<file path="config.mk">
export PLATFORM = sky130hd
export DESIGN_NAME = bcd_display_driver
export DESIGN_NICKNAME = d
export VERILOG_FILES = /design/src/rtl/display_pkg.sv /design/src/rtl/bin2bcd_seq.sv /design/src/rtl/bcd_display_driver.sv
export SDC_FILE = /design/constraint.sdc
export NUM_CORES = 1
export LEC_CHECK = 0
export CAP_MARGIN = 15
export CORE_MARGIN = 5
export CORE_UTILIZATION = 59
export CTS_BUF_LIST = sky130_fd_sc_hd__clkbuf_8 sky130_fd_sc_hd__clkbuf_16
export CTS_CLUSTER_SIZE = 40
export DETAILED_ROUTE_END_ITERATION = 10
export GPL_TIMING_DRIVEN = 0
export PLACE_DENSITY = 0.82
export SLEW_MARGIN = 20
export SYNTH_ARGS = -nofsm -noshare
export SYNTH_HDL_FRONTEND = slang
export SYNTH_HIERARCHICAL = 1
export SYNTH_SLANG_ARGS = --single-unit
</file>
<file path="constraint.sdc">
create_clock -name clk -period 8.6 [get_ports clk]
set_input_delay 1.72 -clock clk [delete_from_list [all_inputs] [get_ports clk]]
set_output_delay 1.72 -clock clk [all_outputs]
set_load 0.01 [all_outputs]
</file>
<file path="src/rtl/display_pkg.sv">
// Shared constants, segment patterns and conversion helpers for the
// four-digit seven-segment display driver.
package display_pkg;

  localparam int BIN_WIDTH  = 14;
  localparam int NUM_DIGITS = 4;
  localparam int BCD_WIDTH  = 4 * NUM_DIGITS;

  localparam logic [BIN_WIDTH-1:0] MAX_DISPLAY = 14'd9999;

  // Converter states kept as plain constants for compatibility with older tools
  typedef logic [1:0] state_t;
  localparam state_t ST_IDLE  = 2'd0;
  localparam state_t ST_SHIFT = 2'd1;
  localparam state_t ST_DONE  = 2'd2;

  // Segment order {g,f,e,d,c,b,a}, active-low
  localparam logic [6:0] SEG_BLANK = 7'b1111111;
  localparam logic [6:0] SEG_DASH  = 7'b0111111;
  localparam logic [6:0] SEG_DIGITS [10] = '{
    7'b1000000, 7'b1111001, 7'b0100100, 7'b0110000, 7'b0011001,
    7'b0010010, 7'b0000010, 7'b1111000, 7'b0000000, 7'b0010000
  };

  function automatic logic [BCD_WIDTH-1:0] dabble_adjust(input logic [BCD_WIDTH-1:0] bcd);
    logic [BCD_WIDTH-1:0] res;
    res = bcd;
    for (int i = 0; i < NUM_DIGITS; i++) begin
      if (bcd[i*4 +: 4] >= 4'd5) begin
        res[i*4 +: 4] = bcd[i*4 +: 4] + 4'd3;
      end else begin
        res[i*4 +: 4] = bcd[i*4 +: 4];
      end
    end
    return res;
  endfunction

  function automatic logic [6:0] seg_decode(input logic [3:0] nib);
    logic [6:0] seg;
    if (nib <= 4'd9) begin
      seg = SEG_DIGITS[nib];
    end else begin
      seg = SEG_BLANK;
    end
    return seg;
  endfunction

endpackage

</file>
<file path="src/rtl/bin2bcd_seq.sv">
// Sequential double-dabble converter: one shift per cycle, 14 iterations,
// with a start/busy/done handshake and the captured binary value exposed.
module bin2bcd_seq
  import display_pkg::*;
(
  input  logic                 clk,
  input  logic                 reset,
  input  logic                 start,
  input  logic [BIN_WIDTH-1:0] bin_in,
  output logic                 busy,
  output logic                 done,
  output logic [BIN_WIDTH-1:0] value,
  output logic [BCD_WIDTH-1:0] bcd
);

  state_t                         state_r;
  state_t                         state_next_s;
  logic [BCD_WIDTH+BIN_WIDTH-1:0] shift_r;
  logic [BCD_WIDTH-1:0]           dabble_s;
  logic [3:0]                     count_r;
  logic [BIN_WIDTH-1:0]           value_r;
  logic                           busy_r;

  // Next-state decode and nibble correction for the current iteration
  always_comb begin
    state_next_s = state_r;
    dabble_s     = dabble_adjust(shift_r[BCD_WIDTH+BIN_WIDTH-1:BIN_WIDTH]);
    case (state_r)
      ST_IDLE: begin
        if (start) begin
          state_next_s = ST_SHIFT;
        end else begin
          state_next_s = ST_IDLE;
        end
      end
      ST_SHIFT: begin
        if (count_r == 4'd1) begin
          state_next_s = ST_DONE;
        end else begin
          state_next_s = ST_SHIFT;
        end
      end
      ST_DONE: state_next_s = ST_IDLE;
      default: state_next_s = ST_IDLE;
    endcase
  end

  // State, shift register and iteration counter
  always_ff @(posedge clk) begin
    if (reset) begin
      state_r <= ST_IDLE;
      busy_r  <= 1'b0;
      shift_r <= '0;
      count_r <= 4'd0;
      value_r <= '0;
    end else begin
      state_r <= state_next_s;
      busy_r  <= (state_next_s != ST_IDLE);
      case (state_r)
        ST_IDLE: begin
          if (start) begin
            shift_r <= {{BCD_WIDTH{1'b0}}, bin_in};
            count_r <= 4'd14;
            value_r <= bin_in;
          end
        end
        ST_SHIFT: begin
          shift_r <= {dabble_s, shift_r[BIN_WIDTH-1:0]} << 1'b1;
          count_r <= count_r - 4'd1;
        end
        default: begin
          count_r <= count_r;
        end
      endcase
    end
  end

  assign busy  = busy_r;
  assign done  = (state_r == ST_DONE);
  assign value = value_r;
  assign bcd   = shift_r[BCD_WIDTH+BIN_WIDTH-1:BIN_WIDTH];

endmodule

</file>
<file path="src/rtl/bcd_display_driver.sv">
// Four-digit multiplexed seven-segment driver: converts the selected binary
// number to BCD, blanks leading zeros, dashes out values above 9999.
module bcd_display_driver
  import display_pkg::*;
#(
  parameter int REFRESH_OVERFLOW = 2**19 - 1
) (
  input  logic                 clk,
  input  logic                 reset,
  input  logic [BIN_WIDTH-1:0] to_display_nr,
  output logic                 busy,
  output logic [3:0]           digit_select,
  output logic [6:0]           led_select
);

  localparam int CNT_W = (REFRESH_OVERFLOW > 0) ? $clog2(REFRESH_OVERFLOW + 1) : 1;
  localparam logic [CNT_W-1:0] CNT_TERM = CNT_W'(REFRESH_OVERFLOW);

  logic [BIN_WIDTH-1:0] last_value_r;
  logic [BCD_WIDTH-1:0] digit_r;
  logic                 overflow_r;
  logic [CNT_W-1:0]     refresh_cnt_r;
  logic [1:0]           index_r;
  logic [3:0]           digit_select_r;
  logic [6:0]           led_select_r;

  logic                 start_s;
  logic                 conv_busy_s;
  logic                 conv_done_s;
  logic [BIN_WIDTH-1:0] conv_value_s;
  logic [BCD_WIDTH-1:0] conv_bcd_s;
  logic [BCD_WIDTH-1:0] digit_next_s;
  logic                 overflow_next_s;
  logic [1:0]           index_next_s;
  logic [3:0]           nib_s;
  logic                 lead_zero_s;
  logic [6:0]           seg_s;

  assign start_s = !conv_busy_s && (to_display_nr != last_value_r);

  bin2bcd_seq u_bin2bcd (
    .clk    (clk),
    .reset  (reset),
    .start  (start_s),
    .bin_in (to_display_nr),
    .busy   (conv_busy_s),
    .done   (conv_done_s),
    .value  (conv_value_s),
    .bcd    (conv_bcd_s)
  );

  // Decode from next-cycle digit/index so the segment and anode registers
  // load together and a fresh result shows the cycle after DONE
  always_comb begin
    digit_next_s    = digit_r;
    overflow_next_s = overflow_r;
    index_next_s    = index_r;
    nib_s           = 4'd0;
    lead_zero_s     = 1'b0;
    seg_s           = SEG_BLANK;
    if (conv_done_s) begin
      digit_next_s    = conv_bcd_s;
      overflow_next_s = (conv_value_s > MAX_DISPLAY);
    end else begin
      digit_next_s    = digit_r;
      overflow_next_s = overflow_r;
    end
    if (refresh_cnt_r == CNT_TERM) begin
      index_next_s = index_r + 2'd1;
    end else begin
      index_next_s = index_r;
    end
    case (index_next_s)
      2'd0: begin
        nib_s       = digit_next_s[3:0];
        lead_zero_s = 1'b0;
      end
      2'd1: begin
        nib_s       = digit_next_s[7:4];
        lead_zero_s = (digit_next_s[15:4] == 12'd0);
      end
      2'd2: begin
        nib_s       = digit_next_s[11:8];
        lead_zero_s = (digit_next_s[15:8] == 8'd0);
      end
      2'd3: begin
        nib_s       = digit_next_s[15:12];
        lead_zero_s = (digit_next_s[15:12] == 4'd0);
      end
      default: begin
        nib_s       = 4'd0;
        lead_zero_s = 1'b1;
      end
    endcase
    if (overflow_next_s) begin
      seg_s = SEG_DASH;
    end else if (lead_zero_s) begin
      seg_s = SEG_BLANK;
    end else begin
      seg_s = seg_decode(nib_s);
    end
  end

  // Refresh counter, digit storage and registered pin outputs
  always_ff @(posedge clk) begin
    if (reset) begin
      last_value_r   <= '0;
      digit_r        <= '0;
      overflow_r     <= 1'b0;
      refresh_cnt_r  <= '0;
      index_r        <= 2'd0;
      digit_select_r <= 4'b1110;
      led_select_r   <= 7'b1000000;
    end else begin
      if (refresh_cnt_r == CNT_TERM) begin
        refresh_cnt_r <= '0;
      end else begin
        refresh_cnt_r <= refresh_cnt_r + CNT_W'(1);
      end
      if (conv_done_s) begin
        last_value_r <= conv_value_s;
      end
      index_r        <= index_next_s;
      digit_r        <= digit_next_s;
      overflow_r     <= overflow_next_s;
      digit_select_r <= ~(4'b0001 << index_next_s);
      led_select_r   <= seg_s;
    end
  end

  assign busy         = conv_busy_s;
  assign digit_select = digit_select_r;
  assign led_select   = led_select_r;

endmodule
</file>
==> run metrics, run 1 <==
# hold bufs at CTS=0; CP delay by family, top=buffers and inverters; vias in the first global route=4700; post-CTS resize count=0; fin crit period=about 3800 ps; Max Transition Viols Final=0; Static Leakage=between 2 and 3 nW; CTS tree=yes; Ant. Diodes=0; Worst Skew=~10 ps; sw frac=roughly a quarter; antenna viol nets, final=0; Max VDD drop=between 100 and 150 uV; Critical Path AT=4220 ps; Psw=~0.00032 W; RSZ-0062 raised after global routing=no; Finish-stage setup viols=0; Via density=between 5 and 6; Crit Path Max Fanout=10; I/O Pins=28; kind of critical path=reg2reg; EDFF count, synth=0; share of layout cells above drive strength 1=12.2%; Crit path required time=8990 ps; Detailed Routing Iterations Pass 1=5; worst rel slew slack=51.2%; multi-input logic area=about 0.0031 sq mm; Post-Syn Instances=663; crit-path max cell delay=~430 ps; CP most frequent cell=buf_6; overall routing resource usage=24.5%; antenna violations before repair=0; register area=between 0.002 and 0.0025 sq mm; share of async-settable or async-resettable flops after synthesis=0%; Worst Max-Slew Pin Slew=732 ps; CP Launch Type=flip-flop; share of Yosys cell area claimed by the top area cell type=39.5%; synth cell count leaders=nor2_1, dfxtp_1, nand2_1, a21oi_1, mux2i_1; synthesized area per cell=8.71 sq um; post-route setup TNS=0 ps; worst hold path type=reg2reg; clock root buffer master=clkbuf_8; CP endpoint kind=flip-flop; Flop pwr share=between 40% and 50%; mapped cell area=slightly below 0.006 sq mm; die span in x=109 um; maximum clock frequency=0.261 GHz; first-pass GRT wire length=22.5 mm; Clock power frac=a little under 50%; Area contributors post-synth=dfxtp_1, nor2_1, mux2i_1; Area Overhead vs Synth=17.3%; Final Hold Viols=0; core area=roughly 0.0096 sq mm; Int Pwr=between 0.001 and 0.0015 W; dominant cell type by area after synthesis=dfxtp_1; Sink Count=114; WHS=between 400 and 500 ps; Worst path slowest cell=clkbuf_1; DR vias=roughly 4.8k; status=finished, final reports clean; Initial Utilization=around three fifths; H-tree depth=4; count leader, synth=nor2_1; Filler Cells Inserted=around 750; Reg clk slew, reported paths=60 ps; die area=around 0.012 sq mm; Iter 0 DRT Violations=380; PwrDens=198 mW/mm^2; Post-CTS Setup Inserts=0; Final Core Density=70.3%; clk buf depth=2; per-cell routed wire length=around 16 um; DRC viols=0; site row count=36; sequential area share after synthesis=between 30% and 40%; Crit path depth=16; worst skew pair latency=between 500 and 600 ps; number of max-cap violations=0; die height=~110 um; yosys warns=6; worst reg2reg path depth=16; global route overflow=0; DPL Wire Length=10.0 mm; most used flip-flop cell after synthesis=dfxtp_1; final cycle utilization of the critical path=between 40% and 50%; routability cong.=just under 0.9; clock buffer count from CTS=17; Comb pwr share=about 8.6%; crit path buf inv count=5; routed wire length=~14 mm; Port Buffers=27; WHS Path Cells=2; FF+latch count, synth=114; layout net count=743; sequence of cells on the critical path=buf_6, clkbuf_1, nor2b_1, buf_6, buf_6, clkbuf_1, mux2_2, nor3_1, mux2i_1, nand3_1, ha_1, nor2_1, a211oi_1, a22oi_1, o21ai_2, o21ai_1; pin count of the biggest net entering global routing=17; post-synth cell types=between 50 and 60; Net Count, Synth=between 600 and 700
==> state kept, by name, summed over array words and instances, names as in the netlist <==
signal / flops
digit_r: 16
digit_select: 4
index_r: 2
last_value_r: 14
led_select: 7
overflow_r: 1
refresh_cnt_r: 19
u_bin2bcd/busy: 1
u_bin2bcd/count_r: 4
u_bin2bcd/shift_r: 30
u_bin2bcd/state_r: 2
u_bin2bcd/value: 14
==> power by group through the flow <==
stage | clock network (W) | logic [W] | registers [W]
CTS | 0.000665 | 0.000114 | 0.000563
finish | 0.000661 | 0.000116 | 0.000563
floorplan | 0 | 0.0000793 | 0.000570
global placement | 0 | 0.000109 | 0.000573
detailed placement | 0 | 0.000113 | 0.000574
global route | 0.000694 | 0.000129 | 0.000565
==> per-stage QoR <==
step                total power (W)  instance area (sq um)  cells  setup slack [ps]
detailed placement         0.000687                   6210    823              4700
CTS                         0.00134                   6780    855              4810
global route                0.00139                   6780    855              4520
finish                      0.00134                   6780    855              4770
global placement           0.000682                   6210    823              4750
floorplan                  0.000650                   5780    663              5460
==> cells by family after synthesis <==
family / share of synthesized area, %
buffers and inverters: 7.28
flip-flops: 39.5
AO/OA/AOI/OAI: 12.8
XOR/XNOR: 5.61
multiplexers: 8.73
AND/OR/NAND/NOR: 22.2
adder cells (fa/ha/maj): 3.90
==> worst paths after layout <==
path | slack (ps) | endpoint | startpoint
max reg2reg | 4770 | led_select[5] | u_bin2bcd/state_r[1]
min | 460 | u_bin2bcd/value[0] | u_bin2bcd/value[0]
min reg2reg | 460 | u_bin2bcd/value[0] | u_bin2bcd/value[0]
max | 4770 | led_select[5] | u_bin2bcd/state_r[1]
==> cell usage in the layout, fill, tap and decap left out, types with 16 or more instances in the layout <==
| cell | instances |
|---|---|
| mux2i_1 | 38 |
| xor2_1 | 20 |
| inv_1 | 21 |
| buf_4 | 21 |
| ha_1 | 18 |
| clkdlybuf4s50_1 | 27 |
| xnor2_1 | 17 |
| nor2b_1 | 16 |
| dfxtp_1 | 114 |
| clkbuf_16 | 16 |
| nor3_1 | 24 |
| nand2_1 | 50 |
| a21oi_1 | 49 |
| nor2_1 | 117 |
==> layer usage <==
layer | wire [um] | vias up | global-route usage [%]
met5 | 0 | - | 0
met4 | 258 | 0 | 9.74
met3 | 926 | 27 | 6.45
met2 | 6540 | 146 | 38.9
met1 | 6140 | 2268 | 31.6
li1 | - | 2343 | -
==> layout make-up <==
class	count	area share [%]
Buffer	55	5.26
Clock buffer	19	6.52
Clock inverter	13	1.79
Inverter	17	0.942
Multi-Input combinational cell	477	45.4
Sequential cell	114	33.7
Tap cell	133	2.46
Timing Repair Buffer	27	3.99
==> worst min-delay path, stage by stage, from the launching register on <==
cell and delay (ps):
dfxtp_1 310, nand2_1 50, a21oi_1 50
Note: power is estimated with default switching activity, not from simulation.
==> run 2: changes to the inputs <==
--- a/config.mk
+++ b/config.mk
@@ -7,12 +7,12 @@
 export LEC_CHECK = 0
 export CAP_MARGIN = 15
 export CORE_MARGIN = 5
-export CORE_UTILIZATION = 59
+export CORE_UTILIZATION = 55
 export CTS_BUF_LIST = sky130_fd_sc_hd__clkbuf_8 sky130_fd_sc_hd__clkbuf_16
 export CTS_CLUSTER_SIZE = 40
 export DETAILED_ROUTE_END_ITERATION = 10
 export GPL_TIMING_DRIVEN = 0
-export PLACE_DENSITY = 0.82
+export PLACE_DENSITY = 0.81
 export SLEW_MARGIN = 20
 export SYNTH_ARGS = -nofsm -noshare
 export SYNTH_HDL_FRONTEND = slang
==> constraint.sdc (replaced) <==
create_clock -name clk -period 3.3 [get_ports clk]
set_input_delay 0.66 -clock clk [delete_from_list [all_inputs] [get_ports clk]]
set_output_delay 0.66 -clock clk [all_outputs]
set_load 0.01 [all_outputs]
==> run metrics, run 2 (synthesis results as in run 1) <==
status=finished, final reports clean; Detailed Routing Iterations Pass 1=5; Reg clk slew, reported paths=about 60 ps; met3 wire len=roughly 970 um; DP Cell Count=between 800 and 900; layout net count=753; metal2 WL=7.13 mm; per-cell routed wire length=between 15 and 20 um; first-pass GRT wire length=24.2 mm; CP endpoint kind=flip-flop; antenna violations before repair=0; Iter 0 DRT Violations=382; Final Hold Viols=0; Critical Path AT=3530 ps; die height=approximately 110 um; crit path to=led_select[3]; fin crit period=3130 ps; die span in x=between 100 and 150 um; Max Transition Viols Final=0; top routing layer in use=met4; H-tree depth=4; Ant. Diodes=0; Crit Path Max Fanout=10; Filler Cells Inserted=around 800; Worst Skew=~8.8 ps; worst rel slew slack=about half; Crit path required time=approximately 3700 ps; Area Overhead vs Synth=21.2%; pin count of the biggest net entering global routing=20; overall routing resource usage=between 20% and 30%; routability cong.=approximately 0.88; Psw=roughly 0.00089 W; Met1 Wirelength=roughly 6.4 mm; DR vias=5023; Port Buffers=27; max reg flops=30; Max VDD drop=between 300 and 400 uV; Finished Layout Cells=roughly 870; PwrDens=about 540 mW/mm^2; die area=roughly 0.013 sq mm; Initial Utilization=56.2%; clk buf depth=2; worst skew pair latency=520 ps; share of layout cells above drive strength 1=15.8%; number of max-cap violations=0; vias in the first global route=approximately 5k; maximum clock frequency=0.319 GHz; Int Pwr=0.00292 W; global route overflow=0; Top Registers=u_bin2bcd/shift_r x30, refresh_cnt_r x19, digit_r x16; worst r2r src=u_bin2bcd/state_r[0]; antenna viol nets, final=0; site row count=37; Finish-stage setup viols=0; Via density=roughly 5.8; final cycle utilization of the critical path=94.8%; worst hold path type=reg2reg; CTS tree=yes; DRC viols=0; routed wire length=14.7 mm; clock buffer count from CTS=17; Static Leakage=2.78 nW; critical path startpoint=u_bin2bcd/state_r[0]; Biggest register=u_bin2bcd/shift_r; Flop pwr share=38.6%; Final Cell Area=~0.007 sq mm; worst reg2reg path depth=15; sw frac=between 20% and 30%; DPL Wire Length=just under 10 mm; clock root buffer master=clkbuf_8; I/O Pins=28; dpl cell area=between 0.006 and 0.007 sq mm; Sink Count=roughly 110; CP Launch Type=flip-flop; Clock power frac=a little over half; core area=0.0103 sq mm; R2R Setup Slk=~170 ps; most frequent cells in the layout=nor2_1, dfxtp_1, nand2_1, a21oi_1, mux2i_1; most common cell after layout, fill and taps aside=nor2_1; kind of critical path=reg2reg; Comb pwr share=under 10%; Worst Max-Slew Pin Slew=approximately 740 ps; reg2reg end=led_select[3]
## run 2: changes by cell type in the layout (fill, tap and decap cells not counted), moves of 2 or more
cell | before | now
buf_4 | 21 | 32
inv_1 | 21 | 16
bufinv_16 | 2 | 5
a211oi_1 | 3 | 1
a211oi_2 | 0 | 2
clkbuf_1 | 15 | 13
clkinv_4 | 1 | 3
clkinvlp_4 | 3 | 1
mux2i_1 | 38 | 36
mux2i_2 | 0 | 2
## run 2: layer usage
metal | GRT usage, % | vias to the layer above
met5 | 0 | -
met4 | 8.17 | 0
met3 | 6.15 | 23
met2 | 38.5 | 177
met1 | 29.8 | 2442
li1 | - | 2381
## run 2: worst min-delay path by stage
| stage | slack [ps] | start | cells after the start | to |
|---|---|---|---|---|
| finish | 460 | u_bin2bcd/value[1] | 2 | u_bin2bcd/value[1] |
| global route | 490 | refresh_cnt_r[0] | 1 | refresh_cnt_r[0] |
| CTS | 460 | u_bin2bcd/value[1] | 2 | u_bin2bcd/value[1] |
| detailed placement | 460 | u_bin2bcd/value[1] | 2 | u_bin2bcd/value[1] |
| global placement | 440 | refresh_cnt_r[0] | 1 | refresh_cnt_r[0] |
| floorplan | 430 | refresh_cnt_r[0] | 1 | refresh_cnt_r[0] |
## run 2: power by group through the flow
stage          registers [W]  clock network (W)  logic, W
2_1_floorplan        0.00149                  0  0.000207
3_3_place_gp         0.00149                  0  0.000286
3_5_place_dp         0.00150                  0  0.000296
4_1_cts              0.00147            0.00204  0.000300
5_1_grt              0.00148            0.00211  0.000338
6_report             0.00147            0.00203  0.000307
## run 2: layout make-up
type                            instances  area [sq um]  share of cell area, %
Clock inverter                         12           203                   2.89
Multi-Input combinational cell        477          3120                   44.6
Inverter                               17          63.8                  0.911
Clock buffer                           20           455                   6.50
Buffer                                 53           345                   4.93
Tap cell                              136           170                   2.43
Timing Repair Buffer                   39           358                   5.11
Sequential cell                       114          2280                   32.6
## run 2: repair_timing
item,CTS,global route
pin swaps,2,4
resized for setup,7,8
endpoints found under the setup margin,7,6
hold buffers,0,0
cloned,0,1
setup buffers,3,8
## run 2: stage by stage
stage                     hold slack (ps)  util, %  TNS (ps)  setup WS [ps]  total power (W)
after floorplan                       430        -         0            164          0.00169
after global placement                442     60.5     -1730           -321          0.00178
after detailed placement              455     60.5     -2450           -433          0.00179
after CTS                             463     67.3         0           12.9          0.00381
after global routing                  490     68.1     -17.4          -17.4          0.00393
final                                 464     68.1         0            170          0.00380
## run 2: critical path: stages, from the launching register on
cell and delay, ps:
dfxtp_2 350, buf_4 170, buf_4 180, nor2b_4 160, buf_2 230, buf_4 140
mux4_2 500, nor2_1 130, mux2i_1 100, nand3_2 120, ha_1 210, nor2_1 80
a211oi_2 180, a22oi_2 100, o21ai_2 260, o21ai_1 100
==> run 3: changes to the inputs <==
--- a/config.mk
+++ b/config.mk
@@ -6,7 +6,6 @@
 export NUM_CORES = 1
 export LEC_CHECK = 0
 export CAP_MARGIN = 15
-export CORE_MARGIN = 5
 export CORE_UTILIZATION = 55
 export CTS_BUF_LIST = sky130_fd_sc_hd__clkbuf_8 sky130_fd_sc_hd__clkbuf_16
 export CTS_CLUSTER_SIZE = 40
==> run metrics, run 3 (synthesis results as in run 1) <==
Sink Count=roughly 110; # hold bufs at CTS=0; worst rel slew slack=roughly half; CTS tree=yes; kind of critical path=reg2reg; Crit Path Max Fanout=10; H-tree depth=4; Crit path required time=3700 ps; routed wire length=13.9 mm; Max Transition Viols Final=0; WHS=between 400 and 500 ps; layout net count=748; clock root buffer master=clkbuf_8; Reg clk slew, reported paths=around 50 ps; Top Registers=u_bin2bcd/shift_r x30, refresh_cnt_r x19, digit_r x16; crit-path max cell delay=approximately 560 ps; RSZ-0062 raised after global routing=no; Final Hold Viols=0; Clock power frac=~50%; per-cell routed wire length=around 16 um; Worst Skew=a little over 8 ps; DR vias=4842; overall routing resource usage=a little over a quarter; antenna violations before repair=0; CP most frequent cell=buf_4; Detailed Routing Iterations Pass 1=7; Tot Pwr=0.00352 W; dpl ws=-380 ps; Critical Path AT=between 3000 and 4000 ps; post-route setup slack=172 ps; final cycle utilization of the critical path=94.8%; die span in x=around 100 um; Int Pwr=approximately 0.0027 W; clk buf depth=2; Port Buffers=27; Area Overhead vs Synth=18.6%; Via density=approximately 5.6; Finish-stage setup viols=0; max reg flops=30; Worst path slowest cell=mux4_2; CP Launch Type=flip-flop; Initial Utilization=~56%; Worst Max-Slew Pin Slew=approximately 770 ps; pin count of the biggest net entering global routing=20; Biggest register=u_bin2bcd/shift_r; core area=just over 0.01 sq mm; routability cong.=0.912; die area=about 0.011 sq mm; share of layout cells above drive strength 1=a little over an eighth; Final Cell Area=roughly 0.0068 sq mm; CP delay by family, top=compound AO/OA/AOI/OAI gates; global route overflow=0; Comb pwr share=8.6%; maximum clock frequency=0.320 GHz; most frequent cells in the layout=nor2_1, dfxtp_1, nand2_1; number of max-cap violations=0; first-pass GRT wire length=23.1 mm; Flop pwr share=41.7%; Psw=a little over 0.0008 W; most common cell after layout, fill and taps aside=nor2_1; Ant. Diodes=0; Max VDD drop=roughly 380 uV; antenna viol nets, final=0; post-route setup TNS=0 ps; status=finished, final reports clean; CP endpoint kind=flip-flop; die height=roughly 100 um; sw frac=23.2%; vias in the first global route=4777; I/O Pins=28; worst skew pair latency=around 520 ps; dpl cell area=0.00622 sq mm; clock buffer count from CTS=17; DPL Wire Length=between 9 and 10 mm; PwrDens=514 mW/mm^2; sequence of cells on the critical path=buf_4, buf_4, nor2b_4, buf_6, mux4_2, nand3_1, o311a_1, o22ai_2, inv_2, ha_1, nor2_1, a211oi_1, a22oi_1, o21ai_2, o21ai_1; DRC viols=0; Static Leakage=2.72 nW; Iter 0 DRT Violations=between 300 and 400; worst hold path type=reg2reg; crit path buf inv count=4; fin crit period=3130 ps; site row count=37
[run 3: final cells by class]
cell class                      instances  area [sq um]
Fill cell                             785          3380
Multi-Input combinational cell        477          3100
Sequential cell                       114          2280
Clock buffer                           22           483
Buffer                                 53           345
Timing Repair Buffer                   34           320
Tap cell                              136           170
Clock inverter                          8          86.3
Inverter                               17          63.8
[run 3: final timing paths]
check | startpoint | cells after the start | slack [ps] | end
max | u_bin2bcd/state_r[0] | 15 | 170 | led_select[3]
min | refresh_cnt_r[0] | 1 | 470 | refresh_cnt_r[0]
max reg2reg | u_bin2bcd/state_r[0] | 15 | 170 | led_select[3]
min reg2reg | refresh_cnt_r[0] | 1 | 470 | refresh_cnt_r[0]
[run 3: power by group through the flow]
stage | clock (W) | combinational [W] | sequential [W]
after detailed placement | 0 | 0.000293 | 0.00150
after global routing | 0.00184 | 0.000335 | 0.00147
final | 0.00175 | 0.000304 | 0.00147
after CTS | 0.00177 | 0.000298 | 0.00147
after floorplan | 0 | 0.000207 | 0.00149
after global placement | 0 | 0.000287 | 0.00149
[run 3: metrics by stage]
stage	instances	utilization, %
floorplan	663	-
global placement	826	60.8
detailed placement	826	60.8
CTS	856	66.6
global route	861	66.9
finish	861	66.9
[run 3: layer usage]
metal	wire [um]	vias to the layer above	GRT usage, %
met1	6260	2297	34.6
met4	207	0	8.57
met3	948	19	8.15
met5	0	-	0
met2	6520	170	42.8
li1	-	2356	-
[run 3: repair_timing]
item	CTS	global route
resized for setup	5	3
pin swaps	1	2
setup buffers	1	5
gates cloned	0	1
endpoints found under the setup margin	7	6
